`src/rtl/mem_stall_ctrl_if.sv`:
```
// Memory-stage request/response and backing-memory signals of mem_stall_ctrl.
// master: pipeline plus backing memory; slave: the stall controller.
interface mem_stall_ctrl_if;
   logic [15:0] Addr;
   logic [15:0] DataIn;
   logic        Rd;
   logic        Wr;
   logic        Halt;
   logic        Stall;
   logic        Done;
   logic [15:0] DataOut;
   logic        Err;
   logic        mem_req;
   logic        mem_we;
   logic [15:0] mem_addr;
   logic [15:0] mem_wdata;
   logic        mem_ack;
   logic [15:0] mem_rdata;

   modport master (
      output Addr, DataIn, Rd, Wr, Halt, mem_ack, mem_rdata,
      input  Stall, Done, DataOut, Err, mem_req, mem_we, mem_addr, mem_wdata
   );

   modport slave (
      input  Addr, DataIn, Rd, Wr, Halt, mem_ack, mem_rdata,
      output Stall, Done, DataOut, Err, mem_req, mem_we, mem_addr, mem_wdata
   );
endinterface

```
`src/rtl/mem_stall_ctrl.sv`:
```
// Pipeline stall controller for a multi-cycle memory, with a one-entry read buffer,
// a BUSY timeout and a sticky error flag for malformed requests.
module mem_stall_ctrl #(
   parameter int unsigned TIMEOUT = 15
) (
   input logic             clk,
   input logic             rst,
   mem_stall_ctrl_if.slave bus
);

   typedef enum logic [1:0] {
      StIdle = 2'b00,
      StBusy = 2'b01,
      StDone = 2'b10
   } state_e;

   localparam logic [7:0] TimeoutLast = 8'(TIMEOUT - 1);

   state_e      state_q;
   logic        err_q;
   logic [7:0]  cnt_q;
   logic [15:0] req_addr_q;
   logic [15:0] req_wdata_q;
   logic        req_we_q;
   logic [15:0] dout_q;
   logic        buf_valid_q;
   logic [15:0] buf_addr_q;
   logic [15:0] buf_data_q;

   logic bad_req;
   logic valid_req;
   logic hit;
   logic start;

   assign bad_req   = (bus.Rd & bus.Wr) | (bus.Addr[0] & (bus.Rd | bus.Wr));
   assign valid_req = (bus.Rd ^ bus.Wr) & ~bus.Addr[0] & ~bus.Halt & ~err_q;
   assign hit       = valid_req & bus.Rd & buf_valid_q & (buf_addr_q == bus.Addr);
   assign start     = valid_req & ~hit;

   always_ff @(posedge clk) begin
      if (!rst) begin
         state_q     <= StIdle;
         err_q       <= 1'b0;
         cnt_q       <= 8'd0;
         req_addr_q  <= 16'h0000;
         req_wdata_q <= 16'h0000;
         req_we_q    <= 1'b0;
         dout_q      <= 16'h0000;
         buf_valid_q <= 1'b0;
         buf_addr_q  <= 16'h0000;
         buf_data_q  <= 16'h0000;
      end else begin
         case (state_q)
            StIdle: begin
               if (bad_req) begin
                  err_q <= 1'b1;
               end else if (start) begin
                  req_addr_q  <= bus.Addr;
                  req_wdata_q <= bus.DataIn;
                  req_we_q    <= bus.Wr;
                  cnt_q       <= 8'd0;
                  state_q     <= StBusy;
               end
            end
            StBusy: begin
               // An ack in the timeout cycle still counts as success.
               if (bus.mem_ack) begin
                  if (!req_we_q) begin
                     dout_q      <= bus.mem_rdata;
                     buf_valid_q <= 1'b1;
                     buf_addr_q  <= req_addr_q;
                     buf_data_q  <= bus.mem_rdata;
                  end else if (buf_valid_q && buf_addr_q == req_addr_q) begin
                     buf_data_q <= req_wdata_q;
                  end
                  state_q <= StDone;
               end else if (cnt_q == TimeoutLast) begin
                  err_q   <= 1'b1;
                  state_q <= StIdle;
               end else begin
                  cnt_q <= cnt_q + 8'd1;
               end
            end
            StDone:  state_q <= StIdle;
            default: state_q <= StIdle;
         endcase
      end
   end

   assign bus.Err       = err_q;
   assign bus.mem_addr  = req_addr_q;
   assign bus.mem_wdata = req_wdata_q;

   // Outputs are forced quiet while reset is held, whatever state is still registered.
   always_comb begin
      bus.Stall   = 1'b0;
      bus.Done    = 1'b0;
      bus.DataOut = dout_q;
      bus.mem_req = 1'b0;
      bus.mem_we  = 1'b0;
      if (rst) begin
         case (state_q)
            StIdle: begin
               if (hit) begin
                  bus.Done    = 1'b1;
                  bus.DataOut = buf_data_q;
               end else if (start) begin
                  bus.Stall = 1'b1;
               end
            end
            StBusy: begin
               bus.Stall   = 1'b1;
               bus.mem_req = 1'b1;
               bus.mem_we  = req_we_q;
            end
            StDone:  bus.Done = 1'b1;
            default: ;
         endcase
      end
   end

endmodule

```
`src/flat_wrapper.sv`:
```
// flat-port wrapper written by rule: the top's interface ports become plain ports
module mem_stall_ctrl_flat 
#(
   parameter int unsigned TIMEOUT = 15
)
  (clk, rst, bus_Addr, bus_DataIn, bus_Rd, bus_Wr, bus_Halt, bus_mem_ack, bus_mem_rdata, bus_Stall, bus_Done, bus_DataOut, bus_Err, bus_mem_req, bus_mem_we, bus_mem_addr, bus_mem_wdata);
  mem_stall_ctrl_if bus_i ();
  input logic clk;
  input logic rst;
  input wire logic [$bits(bus_i.Addr)-1:0] bus_Addr;
  input wire logic [$bits(bus_i.DataIn)-1:0] bus_DataIn;
  input wire logic [$bits(bus_i.Rd)-1:0] bus_Rd;
  input wire logic [$bits(bus_i.Wr)-1:0] bus_Wr;
  input wire logic [$bits(bus_i.Halt)-1:0] bus_Halt;
  input wire logic [$bits(bus_i.mem_ack)-1:0] bus_mem_ack;
  input wire logic [$bits(bus_i.mem_rdata)-1:0] bus_mem_rdata;
  output wire logic [$bits(bus_i.Stall)-1:0] bus_Stall;
  output wire logic [$bits(bus_i.Done)-1:0] bus_Done;
  output wire logic [$bits(bus_i.DataOut)-1:0] bus_DataOut;
  output wire logic [$bits(bus_i.Err)-1:0] bus_Err;
  output wire logic [$bits(bus_i.mem_req)-1:0] bus_mem_req;
  output wire logic [$bits(bus_i.mem_we)-1:0] bus_mem_we;
  output wire logic [$bits(bus_i.mem_addr)-1:0] bus_mem_addr;
  output wire logic [$bits(bus_i.mem_wdata)-1:0] bus_mem_wdata;
  assign bus_i.Addr = bus_Addr;
  assign bus_i.DataIn = bus_DataIn;
  assign bus_i.Rd = bus_Rd;
  assign bus_i.Wr = bus_Wr;
  assign bus_i.Halt = bus_Halt;
  assign bus_i.mem_ack = bus_mem_ack;
  assign bus_i.mem_rdata = bus_mem_rdata;
  assign bus_Stall = bus_i.Stall;
  assign bus_Done = bus_i.Done;
  assign bus_DataOut = bus_i.DataOut;
  assign bus_Err = bus_i.Err;
  assign bus_mem_req = bus_i.mem_req;
  assign bus_mem_we = bus_i.mem_we;
  assign bus_mem_addr = bus_i.mem_addr;
  assign bus_mem_wdata = bus_i.mem_wdata;
  mem_stall_ctrl #(.TIMEOUT(TIMEOUT)) u_core (.clk(clk), .rst(rst), .bus(bus_i));
endmodule
```
`config.mk`:
```
export PLATFORM = sky130hd
export DESIGN_NAME = mem_stall_ctrl_flat
export DESIGN_NICKNAME = d
export VERILOG_FILES = /design/src/rtl/mem_stall_ctrl_if.sv /design/src/rtl/mem_stall_ctrl.sv /design/src/flat_wrapper.sv
export SDC_FILE = /design/constraint.sdc
export NUM_CORES = 1
export LEC_CHECK = 0
export BUFFER_PORTS_ARGS = -buffer_cell sky130_fd_sc_hd__buf_2
export CAP_MARGIN = 20
export CORE_UTILIZATION = 35
export CTS_CLUSTER_DIAMETER = 200
export DETAILED_ROUTE_END_ITERATION = 8
export GPL_TIMING_DRIVEN = 0
export PLACE_DENSITY = 0.67
export SLEW_MARGIN = 0
export SYNTH_ARGS = -nofsm -noshare
export SYNTH_HDL_FRONTEND = slang
export SYNTH_SLANG_ARGS = --single-unit
```
`constraint.sdc`:
```
create_clock -name clk -period 3.7 [get_ports clk]
set_input_delay 0.74 -clock clk [delete_from_list [all_inputs] [get_ports clk]]
set_output_delay 0.74 -clock clk [all_outputs]
set_load 0.005 [all_outputs]
```
; Word level (Yosys, flattened, before mapping)
; Cells that the tools add are included.
[classes]
n_addsub = 1
eq_ne = 13
n_mux = 30
bitwise_logic = 18
reduce_logical = 9
[ops]
columns = op, count
row1 = $mux W16, 5
row2 = $eq A16 B16 Y1, 2
row3 = $mux W8, 4
row4 = $pmux W8 S2, 1
row5 = $mux W1, 12
row6 = $reduce_and A3 Y1, 4
row7 = $and A1 B1 Y1, 9
row8 = $add A8 B1 Y8 const B, 1
row9 = $eq A8 B4 Y1 const B, 1
row10 = $mux W2, 4
row11 = $ne A2 B2 Y1 const B, 4
row12 = $ne A2 B1 Y1 const B, 3
row13 = $not A1 Y1, 6
row14 = $pmux W1 S2, 3
row15 = $reduce_and A5 Y1, 1
row16 = $pmux W2 S2, 1
row17 = $reduce_and A4 Y1, 1
row18 = $ne A3 B2 Y1 const B, 1
row19 = $eq A2 B1 Y1 const B, 1
row20 = $eq A2 B2 Y1 const B, 1
row21 = $logic_not A2 Y1, 1
row22 = $or A1 B1 Y1, 2
row23 = $reduce_bool A2 Y1, 1
row24 = $logic_and A1 B1 Y1, 1
row25 = $xor A1 B1 Y1, 1
[word_totals]
reg_bits = 93
input_bits = 54
wordCells = 81

; Longest topological paths before layout
; Gate-level depths: netlist (run 1).
[depth]
depth_word = 13
mapped_depth = 9
mapped_depth_nobuf = 7

; Least setup slack after synthesis (run 1)
; Ideal clock, no wire load.
[synth_timing]
path_type = input-to-output
startpoint = in bus_Wr
endpoint = out bus_DataOut[10]
arrival_ns = 2.845
path_slack_ns = 0.115
stages = 8
cell_sequence = inv_1 ha_1 or4b_4 or4_4 nor3_4 nand3_4 buf_6 mux2_4
[synth_via]
elab_chain_len = 10
[synth_lines]
columns = element, line
row1 = start: declaration, flat_wrapper.sv:13  ; input wire logic [$bits(bus_i.Wr)-1:0] bus_Wr;
row2 = $xor A1 B1 Y1, mem_stall_ctrl.sv:36  ; assign valid_req = (bus.Rd ^ bus.Wr) & ~bus.Addr[0] & ~bus.Halt & ~err_q;
row3 = $and A1 B1 Y1 (3 in a row), mem_stall_ctrl.sv:36
row4 = $and A1 B1 Y1 (3 in a row), mem_stall_ctrl.sv:37  ; assign hit = valid_req & bus.Rd & buf_valid_q & (buf_addr_q == bus.Addr);
row5 = $mux W16, mem_stall_ctrl.sv:104  ; if (hit) begin
row6 = $mux W16, mem_stall_ctrl.sv:102  ; case (state_q)
row7 = $mux W16, mem_stall_ctrl.sv:101  ; if (rst) begin
row8 = end: declaration, flat_wrapper.sv:19  ; output wire logic [$bits(bus_i.DataOut)-1:0] bus_DataOut;
; Every way passes these cells.

; Worst setup path after layout (run 1)
[layout_timing]
startpoint = in bus_Rd
endpoint = out bus_DataOut[15]
[layout_via]
elab_chain_len = 10
[layout_lines]
columns = element, line
row1 = start: declaration, flat_wrapper.sv:12  ; input wire logic [$bits(bus_i.Rd)-1:0] bus_Rd;
row2 = $xor A1 B1 Y1, mem_stall_ctrl.sv:36
row3 = $and A1 B1 Y1 (3 in a row), mem_stall_ctrl.sv:36
row4 = $and A1 B1 Y1 * (3 in a row), mem_stall_ctrl.sv:37
row5 = $mux W16 *, mem_stall_ctrl.sv:104
row6 = $mux W16 *, mem_stall_ctrl.sv:102
row7 = $mux W16 *, mem_stall_ctrl.sv:101
; Every way passes the cells marked *; elsewhere a longest branch is shown, timed or not.

==> reports/results.ini, run 1 <==
[status]
outcome=finished, violations left
violations=negative setup slack

[route]
wl_per_cell_um=15.4
postRouteAntennaNets=0
drc=0
drt-total-wl_mm=12.6
vias_per_cell=4.90
vias=4015
drt_iter0_drc=215
detail_route.first_pass.iterations=4

[timing]
fin_crit_sh_pct=104
whs_ns=0.460
rsz0062_at_grt=true
fin_ws_ns=-0.149
drv_slew=0
post-route-min-period_ns=3.85
setup_viol=16
hold_violations=0
slew_headroom_pct=30.4
worst_slew_pin_slew_ns=1.04
max_freq_mhz=260
skew_ns=0.00825

[yosys]
synth_fp_nets=579
synth_area_sq_um=4610
yosysTopAreaCellShare_pct=40.4
ys_top_cells_by_area=dfxtp_1, nand2_1, mux2i_1
syn_avg_cell_area_sq_um=8.85
post-synth-top-area-cell=dfxtp_1
synth_top_flop_cell=dfxtp_1
yosysUniqueCellTypes=44
synthArstFlopShare_pct=0
synth_edf_count=0
ys_ff_latch=93
synthCells=521
synth_seq_area_share_pct=40.4
ys_warn_count=0

[worst_setup_path]
cp-startpoint=bus_Rd
required_ns=2.96
worstSetupPathType=primary input to primary output
arrival_ns=3.11
r2r-start=u_core.req_we_q
path_max_fanout=6
start_kind=primary input
cp-end-kind=primary output

[final_layout]
n_fill_cell=1238
fin_nets=701
drive_gt1_share_pct=26.6
final_util_pct=46.2
diodes=0
layout_common_cells=nand2_1, dfxtp_1, buf_2
area_growth_syn_to_layout_pct=27.4
mostFrequentLayoutCell=nand2_1
final_cells=819

[floorplanning]
start_util_pct=36.3
rows=41
pin_count=107
die_h_um=117
dieArea_sq_um=13600
die_x_um=117
core_area_sq_um=12700

[clocking]
cts_tree=done
cts_num_sinks=93
clk_latency_ns=0.35
cts-root-buf=clkbuf_16
cts_buffer_depth=2
clk_pin_slew_ns=0.07
cts_made_buffers=9
htreeDepth=3

[placed_design]
place_inst=798
dp_hpwl_mm=9.25
pre_cts_ws_ns=-0.381
gp_congestion=0.891
io_buffers=105

[pwr]
p_leak_nw=2.50
total_power_mw=2.27
ir_drop_uv=220
p_per_area_nw_per_um2=387

[global_routing]
antenna_found_initial=0
grt_pass1_wl_mm=19.9
grt_overflow=0
track_usage_pct=19.2
grt_pass1_vias=3906
grt_start_max_net_pins=15

[flow_run]
max_cap_viol_count=0

[min_path]
hp-start=u_core.buf_data_q[14]
hold_path.class=flip-flop to flip-flop

[worst max-delay path, stage by stage]
cell     delay, ns
buf_8         0.08
inv_4         0.03
ha_4          0.23
or4b_4        0.47
or4_4         0.55
nor3_4        0.18
nand3_4       0.17
buf_8         0.20
mux2_4        0.32
buf_6         0.12
[metal layers]
layer,vias to the layer above,share of wire (%),track usage (%)
li1,2001,-,-
met1,1882,44,25.0
met2,114,48,31.0
met3,18,6.7,4.43
met4,0,1.4,7.00
met5,-,0,0
[worst paths after layout]
check / end / slack [ns] / depth (start not counted)
hold / removal: u_core.buf_data_q[14] / 0.46 / 2
hold reg to reg: u_core.buf_data_q[14] / 0.46 / 2
setup reg to reg: u_core.buf_data_q[7] / 0.94 / 5
setup / recovery: bus_DataOut[15] / -0.15 / 10
[area by class of cell]
type                    count  area, sq um  share of cell area (%)
plain buffers              32          164                    2.79
clock buffers              12          246                    4.20
clock inverters             3         68.8                    1.17
inverters                   4         17.5                   0.298
multi-input cells         392         2600                    44.2
flip-flops and latches     93         1860                    31.7
well taps                 172          215                    3.66
repair buffers            111          706                    12.0
[stage by stage]
step | cell area [sq um] | TNS, ns
finish | 5880 | -2.01
global route | 5880 | -3.12
CTS | 5840 | -3.44
detailed placement | 5350 | -4.72
global placement | 5350 | -4.49
floorplan | 4610 | 0
[kinds of logic (layout without fill, tap and decap cells)]
kind of cell	count (synthesis)	count (layout)	share of synthesized area (%)
flip-flops	93	93	40.4
AO/OA/AOI/OAI	64	64	9.98
buffers and inverters	36	162	3.69
AND/OR/NAND/NOR	212	212	19.8
multiplexers	80	80	19.0
XOR/XNOR	32	32	6.08
adder cells (fa/ha/maj)	4	4	1.09
[cell usage after synthesis (2+ instances only)]
cell and n:
dfxtp_1 93, mux2_2 22, o31ai_1 2, inv_1 4, xor2_1 9, nor3_1 2, and3_1 4, nand2b_1 2
mux2i_1 48, and2_1 2, xnor2_1 23, buf_6 4, nor2b_1 2, nor4_1 5, a21boi_0 32, a21oi_1 4
nand4_1 6, a21o_1 2, a31oi_1 5, mux2_4 10, nand3_1 4, nand2_1 173, ha_1 4, clkbuf_1 26
nor2_1 6, o21a_1 4, o21ai_0 6
[flip-flops by register name, indices dropped and copies added, names as in the netlist]
signal,cells
u_core.buf_data_q,16
u_core.dout_q,16
u_core.bus.mem_addr,16
u_core.bus.mem_wdata,16
u_core.req_we_q,1
u_core.bus.Err,1
u_core.buf_addr_q,16
u_core.buf_valid_q,1
u_core.cnt_q,8
u_core.state_q,2
[power breakdown]
group	internal (mW)	switching, mW	leakage [nW]
clock network	0.610	0.386	0.153
logic	0.109	0.126	1.59
registers	1.02	0.0184	0.751
[what timing repair did]
item | CTS | global route
hold buffers | 0 | 0
setup buffers | 5 | 1
pin swaps | 4 | 4
setup endpoints to repair | 16 | 18
gates resized for setup | 24 | 6
gates cloned | 1 | 0
(Power assumes the default switching activity.)
==> run 2, diff against run 1 <==
--- a/config.mk
+++ b/config.mk
@@ -5,6 +5,7 @@
 export SDC_FILE = /design/constraint.sdc
 export NUM_CORES = 1
 export LEC_CHECK = 0
+export ABC_AREA = 1
 export BUFFER_PORTS_ARGS = -buffer_cell sky130_fd_sc_hd__buf_2
 export CAP_MARGIN = 20
 export CORE_UTILIZATION = 35
==> run 2 against run 1 <==
The run now ends clean. Non-clock buffer count increased by 4. Via count is 23% higher. Register-to-register slack better by 0.92 ns. First-iteration DRC count rose by 43%. Critical path depth rose by 3. Core utilization down 2.8 points. Global-route usage rose by 1.8 points. Synthesized area increased by 6.9%. Sequential share of layout area decreased by 0.65 points. Clock power is 1% lower.
==> reports/results.ini, run 2 <==
[status]
outcome=finished, final reports clean

[final_layout]
final_area_sq_um=6000  ; +2.1%
area_growth_syn_to_layout_pct=21.7
layout_common_cells=nand2_1, buf_2, dfxtp_1
n_fill_cell=1474  ; +19%
mostFrequentLayoutCell=nand2_1
diodes=0  ; unchanged
final_util_pct=43.4  ; -2.8 points
fin_nets=900  ; +28%
drive_gt1_share_pct=25.5  ; -1.1 points

[timing]
fin_crit_sh_pct=91.6  ; -12 points
setup_viol=0  ; -16
slew_headroom_pct=50.6  ; +20 points
rsz0062_at_grt=false
max_freq_mhz=295  ; +14%
skew_ns=0.00745  ; -0.000806 ns
post-route-min-period_ns=3.39  ; -0.460 ns
setup_tns_ns=0  ; +2.01 ns
worst_slew_pin_slew_ns=0.740  ; -0.303 ns
drv_slew=0  ; unchanged
hold_violations=0  ; unchanged

[pwr]
switchingPower_uw=541  ; +2.0%
swShare_pct=24.4  ; +1.0 points
ir_drop_uv=221  ; +0.64%
pwr-share-comb_pct=8.9  ; -1.5 points
clkPwrFrac_pct=44.4  ; +0.6 points
p_int_mw=1.68  ; -3.7%
p_leak_nw=2.69  ; +7.8%
p_per_area_nw_per_um2=370  ; -4.4%
p_seq_share_pct=46.7  ; +0.9 points

[yosys]
yosysTopAreaCellShare_pct=37.8  ; -2.6 points
synth_xor_area_share_pct=1.24  ; -4.8 points
ys_top_cells_by_area=dfxtp_1, nand2_1, nand3_1
synth_top_flop_cell=dfxtp_1
synth-adder-area-share_pct=1.01  ; -0.070 points
synth_seq_area_share_pct=37.8  ; -2.6 points
muxShareOfSynthArea_pct=0  ; -19 points
synth-simple-area-share_pct=33.1  ; +13 points
synthArstFlopShare_pct=0  ; unchanged
synth_edf_count=0  ; unchanged
post-synth-top-area-cell=dfxtp_1
syn_avg_cell_area_sq_um=6.80  ; -23%
ys_warn_count=0  ; unchanged
yosysUniqueCellTypes=35  ; -20%
synth_area_sq_um=4930  ; +6.9%
synth_compound_area_share_pct=16.2  ; +6.3 points
synth_fp_nets=783  ; +35%
synthTopCellsByCount=nand2_1, dfxtp_1, inv_1
synth_most_common_cell=nand2_1
synthCells=725  ; +39%
ys_ff_latch=93  ; unchanged
synth_top_family_by_area=simple AND/OR/NAND/NOR gates

[global_routing]
track_usage_pct=21.0  ; +1.8 points
antenna_found_initial=0  ; unchanged
grt_start_max_net_pins=15  ; unchanged
grt_overflow=0  ; unchanged
grt_pass1_vias=4599  ; +18%
grt_pass1_wl_mm=23.3  ; +17%

[route]
vias=4955  ; +23%
postRouteAntennaNets=0  ; unchanged
vias_per_cell=4.82  ; -1.6%
drc=0  ; unchanged
drt_iter0_drc=308  ; +43%
detail_route.first_pass.iterations=5  ; +1
drt-total-wl_mm=14.6  ; +16%
wl_per_cell_um=14.2  ; -7.4%

[clocking]
clk_pin_slew_ns=0.07  ; about the same
cts_buffer_depth=2  ; unchanged
cts-root-buf=clkbuf_16
cts_num_sinks=93  ; unchanged
hold_buffers=0  ; unchanged
cts_made_buffers=9  ; unchanged
htreeDepth=3  ; unchanged
clk_latency_ns=0.35  ; about the same
cts_tree=done
ctsResizeCount=0  ; -100%
cts_setup_buffers=0  ; -5

[min_path]
hold_path.class=flip-flop to flip-flop

[worst_setup_path]
worstSetupPathType=primary input to primary output
required_ns=2.96  ; about the same
slowest_stage=ha_1
crit_chain=buf_2 -> inv_1 -> ha_1 -> nand3b_4 -> nor2_2 -> nand2_1 -> nor2_1 -> nand3_4 -> nor2_4 -> buf_2 -> nand2_1 -> nand2_1 -> buf_2
start_kind=primary input
cp-end-kind=primary output
arrival_ns=2.65  ; -0.46 ns
path_max_fanout=10  ; +4
cpPeakStageDelay_ns=0.31  ; -0.24 ns

[floorplanning]
dieArea_sq_um=14600  ; +6.8%
die_h_um=121  ; +3.3%
die_x_um=121  ; +3.3%
core_area_sq_um=13800  ; +8.7%
start_util_pct=35.7  ; -0.59 points
rows=43  ; +4.9%
pin_count=107  ; unchanged

[placed_design]
io_buffers=106  ; +0.95%
place_area_sq_um=5690  ; +6.2%
gp_congestion=0.869  ; -2.5%
dp_hpwl_mm=10.9  ; +18%

[flow_run]
max_cap_viol_count=0  ; unchanged

[run 2: per-layer routing]
layer	vias up	global-route usage, %	part of all wire, %	wire length [um]
met2	161	33.8	45	6630
met4	0	9.26	2.5	372
met1	2225	27.4	46	6680
met5	-	0	0	0
met3	25	3.68	6.5	947
li1	2544	-	-	-
[run 2: cell families after synthesis]
kind of cell	count (synthesis)
AND/OR/NAND/NOR	369
flip-flops	93
buffers and inverters	116
adder cells (fa/ha/maj)	4
XOR/XNOR	7
AO/OA/AOI/OAI	136
[run 2: critical path: cells and delay by family]
| kind | cells | cell delay [ns] |
|---|---|---|
| adders and majority gates | 1 | 0.31 |
| buffers and inverters | 4 | 0.56 |
| and+or+nand+nor | 8 | 1.03 |
[run 2: path summary, 6_finish.rpt]
check / slack, ns / cells after the start / startpoint / to
worst max register to register: 1.86 / 8 / u_core.state_q[0] / u_core.buf_data_q[14]
worst min-delay path: 0.46 / 2 / u_core.dout_q[13] / u_core.dout_q[13]
worst min register to register: 0.46 / 2 / u_core.dout_q[13] / u_core.dout_q[13]
worst max-delay path: 0.31 / 13 / bus_Rd / bus_DataOut[9]
[run 2: layout make-up]
type,count,area [sq um],share of cell area [%]
sequential,93,1860,31.0
clock inverter,2,38.8,0.647
timing repair buffer,106,531,8.84
clock buffer,14,274,4.57
tap,180,225,3.75
buffer,41,245,4.09
inverter,75,282,4.69
multi-input combinational,516,2540,42.4
[run 2: power groups by stage]
stage	combinational [mW]	sequential, mW	clock (mW)
after floorplan	0.115	1.06	0
after global placement	0.195	1.06	0
after detailed placement	0.196	1.06	0
after CTS	0.197	1.04	0.994
after global routing	0.220	1.04	1.03
final	0.196	1.04	0.986
[run 2: per-stage QoR]
stage	hold WS [ns]	std cells	setup WS [ns]	power [mW]
floorplan	0.437	725	0.873	1.17
global placement	0.446	1011	0.315	1.25
detailed placement	0.450	1011	0.330	1.26
CTS	0.459	1027	0.326	2.23
global route	0.483	1027	0.157	2.29
finish	0.459	1027	0.311	2.22
==> run 3, diff against run 2 <==
--- a/config.mk
+++ b/config.mk
@@ -13,6 +13,7 @@
 export DETAILED_ROUTE_END_ITERATION = 8
 export GPL_TIMING_DRIVEN = 0
 export PLACE_DENSITY = 0.67
+export REMOVE_ABC_BUFFERS = 1
 export SLEW_MARGIN = 0
 export SYNTH_ARGS = -nofsm -noshare
 export SYNTH_HDL_FRONTEND = slang
==> run 3 against run 2 <==
Hold slack got worse by 0.00074 ns. Count of clock-buffer cells in the layout decreased by 3. Combinational power decreased by 5%. Critical endpoint is now bus_mem_we.
==> reports/results.ini, run 3 (synthesized netlist as in run 2, its figures left out) <==
[status]
outcome=finished, final reports clean

[route]
drt-total-wl_mm=14.2  ; -3.0%
postRouteAntennaNets=0  ; unchanged
detail_route.first_pass.iterations=5  ; unchanged
vias_per_cell=4.81  ; -0.35%
wl_per_cell_um=14.3  ; about the same
drc=0  ; unchanged
vias=4784  ; -3.5%
drt_iter0_drc=322  ; +4.5%

[worst_setup_path]
path_max_fanout=41  ; +31
r2r-end=u_core.cnt_q[4]
required_ns=2.96  ; about the same
endpoint=bus_mem_we
slowest_stage=buf_2
cpPeakStageDelay_ns=0.62  ; +0.31 ns
r2r-start=u_core.buf_addr_q[4]
cp-startpoint=rst
start_kind=primary input
crit_chain=buf_2 -> inv_2 -> buf_12 -> nor2_1 -> inv_1 -> nor2_1 -> buf_2
cp_num_cells=7  ; -6
cp-end-kind=primary output
rr_worst_depth=12  ; +4
crit_buf_inv=5  ; +1
reg2reg_slack_ns=0.96  ; -0.90 ns
worstSetupPathType=primary input to primary output
crit_family=buffers and inverters
arrival_ns=2.73  ; +0.08 ns

[clocking]
cts_buffer_depth=2  ; unchanged
htreeDepth=3  ; unchanged
cts_num_sinks=93  ; unchanged
cts-root-buf=clkbuf_16
cts_made_buffers=9  ; unchanged
clk_latency_ns=0.35  ; about the same
clk_pin_slew_ns=0.06  ; about the same
cts_tree=done

[global_routing]
grt_start_max_net_pins=42  ; +27
grt_pass1_vias=4275  ; -7.0%
antenna_found_initial=0  ; unchanged
grt_pass1_wl_mm=22.5  ; -3.5%
track_usage_pct=20.3  ; -0.74 points
grt_overflow=0  ; unchanged

[placed_design]
pre_cts_ws_ns=-0.320  ; -0.650 ns
io_buffers=106  ; unchanged
dp_hpwl_mm=8.81  ; -19%
gp_congestion=0.799  ; -8.0%

[timing]
hold_violations=0  ; unchanged
drv_slew=0  ; unchanged
rsz0062_at_grt=false
worst_slew_pin_slew_ns=1.02  ; +0.280 ns
post-route-min-period_ns=3.47  ; +0.0819 ns
fin_ws_ns=0.229  ; -0.0819 ns
fin_crit_sh_pct=93.8  ; +2.2 points
max_freq_mhz=288  ; -2.4%
slew_headroom_pct=31.9  ; -19 points
setup_viol=0  ; unchanged
skew_ns=0.00774  ; +0.000294 ns

[final_layout]
layout_common_cells=nand2_1, buf_2, dfxtp_1
area_growth_syn_to_layout_pct=20.4
diodes=0  ; unchanged
final_util_pct=42.9  ; -0.44 points
fin_nets=868  ; -3.6%
drive_gt1_share_pct=25.8  ; +0.27 points
mostFrequentLayoutCell=nand2_1

[floorplanning]
rows=43  ; unchanged
core_area_sq_um=13800  ; unchanged
pin_count=107  ; unchanged
die_h_um=121  ; unchanged
dieArea_sq_um=14600  ; unchanged
start_util_pct=35.7  ; unchanged
die_x_um=121  ; unchanged

[flow_run]
max_cap_viol_count=0  ; unchanged

[pwr]
p_per_area_nw_per_um2=381  ; +2.9%
ir_drop_uv=253  ; +14%
p_leak_nw=2.64  ; -2.1%

[min_path]
whs_path_depth=2  ; unchanged
hold_path.class=flip-flop to flip-flop

[run 3: changes by cell type in the layout (fill, tap and decap cells not counted), sizes merged]
cell,previous run,this run
clkinvlp,0,1
nand3,62,64
clkbuf,33,11
bufinv,1,2
buf,128,113
clkinv,0,1
[run 3: worst min path at each step]
stage                         to         startpoint  slack [ns]
4_1_cts         u_core.dout_q[6]   u_core.dout_q[6]        0.46
3_3_place_gp   u_core.dout_q[14]  u_core.dout_q[14]        0.45
6_report        u_core.dout_q[6]   u_core.dout_q[6]        0.46
3_5_place_dp    u_core.dout_q[7]   u_core.dout_q[7]        0.45
5_1_grt        u_core.dout_q[12]  u_core.dout_q[12]        0.48
2_1_floorplan  u_core.dout_q[11]  u_core.dout_q[11]        0.44
[run 3: metrics by stage]
stage,std cells,hold slack [ns],instance area [sq um],setup TNS (ns),total power [mW]
6_report,995,0.458,5940,0,2.26
5_1_grt,995,0.480,5940,0,2.34
4_1_cts,995,0.460,5920,0,2.28
3_5_place_dp,975,0.451,5550,-5.59,1.25
3_3_place_gp,970,0.448,5440,-40.75,1.24
2_1_floorplan,684,0.437,4690,0,1.16
[run 3: per-layer routing]
metal,up-vias,share of wire (%),wire (um),GRT usage (%)
li1,2477,-,-,-
met1,2172,45,6380,25.9
met2,123,49,6930,34.4
met3,12,5.0,705,4.10
met4,0,1.2,168,5.63
met5,-,0,0,0
[run 3: repair_timing]
item,in CTS,in global routing
resized for setup,1,3
pin swaps,2,0
hold buffers,0,0
setup buffers,2,0
gates cloned,2,0
setup endpoints to repair,16,7
[run 3: area by class of cell]
class                      count  area (sq um)
clock inverter                 5          81.3
multi-input combinational    518          2580
tap                          180           225
sequential                    93          1860
inverter                      75           282
timing repair buffer         113           651
fill                        1453          7890
clock buffer                  11           253
[run 3: power breakdown]
| group | switching, mW | internal (mW) |
|---|---|---|
| combinational | 0.114 | 0.0725 |
| sequential | 0.0183 | 1.02 |
| clock | 0.406 | 0.630 |
| total | 0.538 | 1.72 |
[run 3: tightest hold or removal path, cell delays in order (launching register included)]
cell,delay (ns)
dfxtp_1,0.31
nand2_1,0.06
a21oi_1,0.05
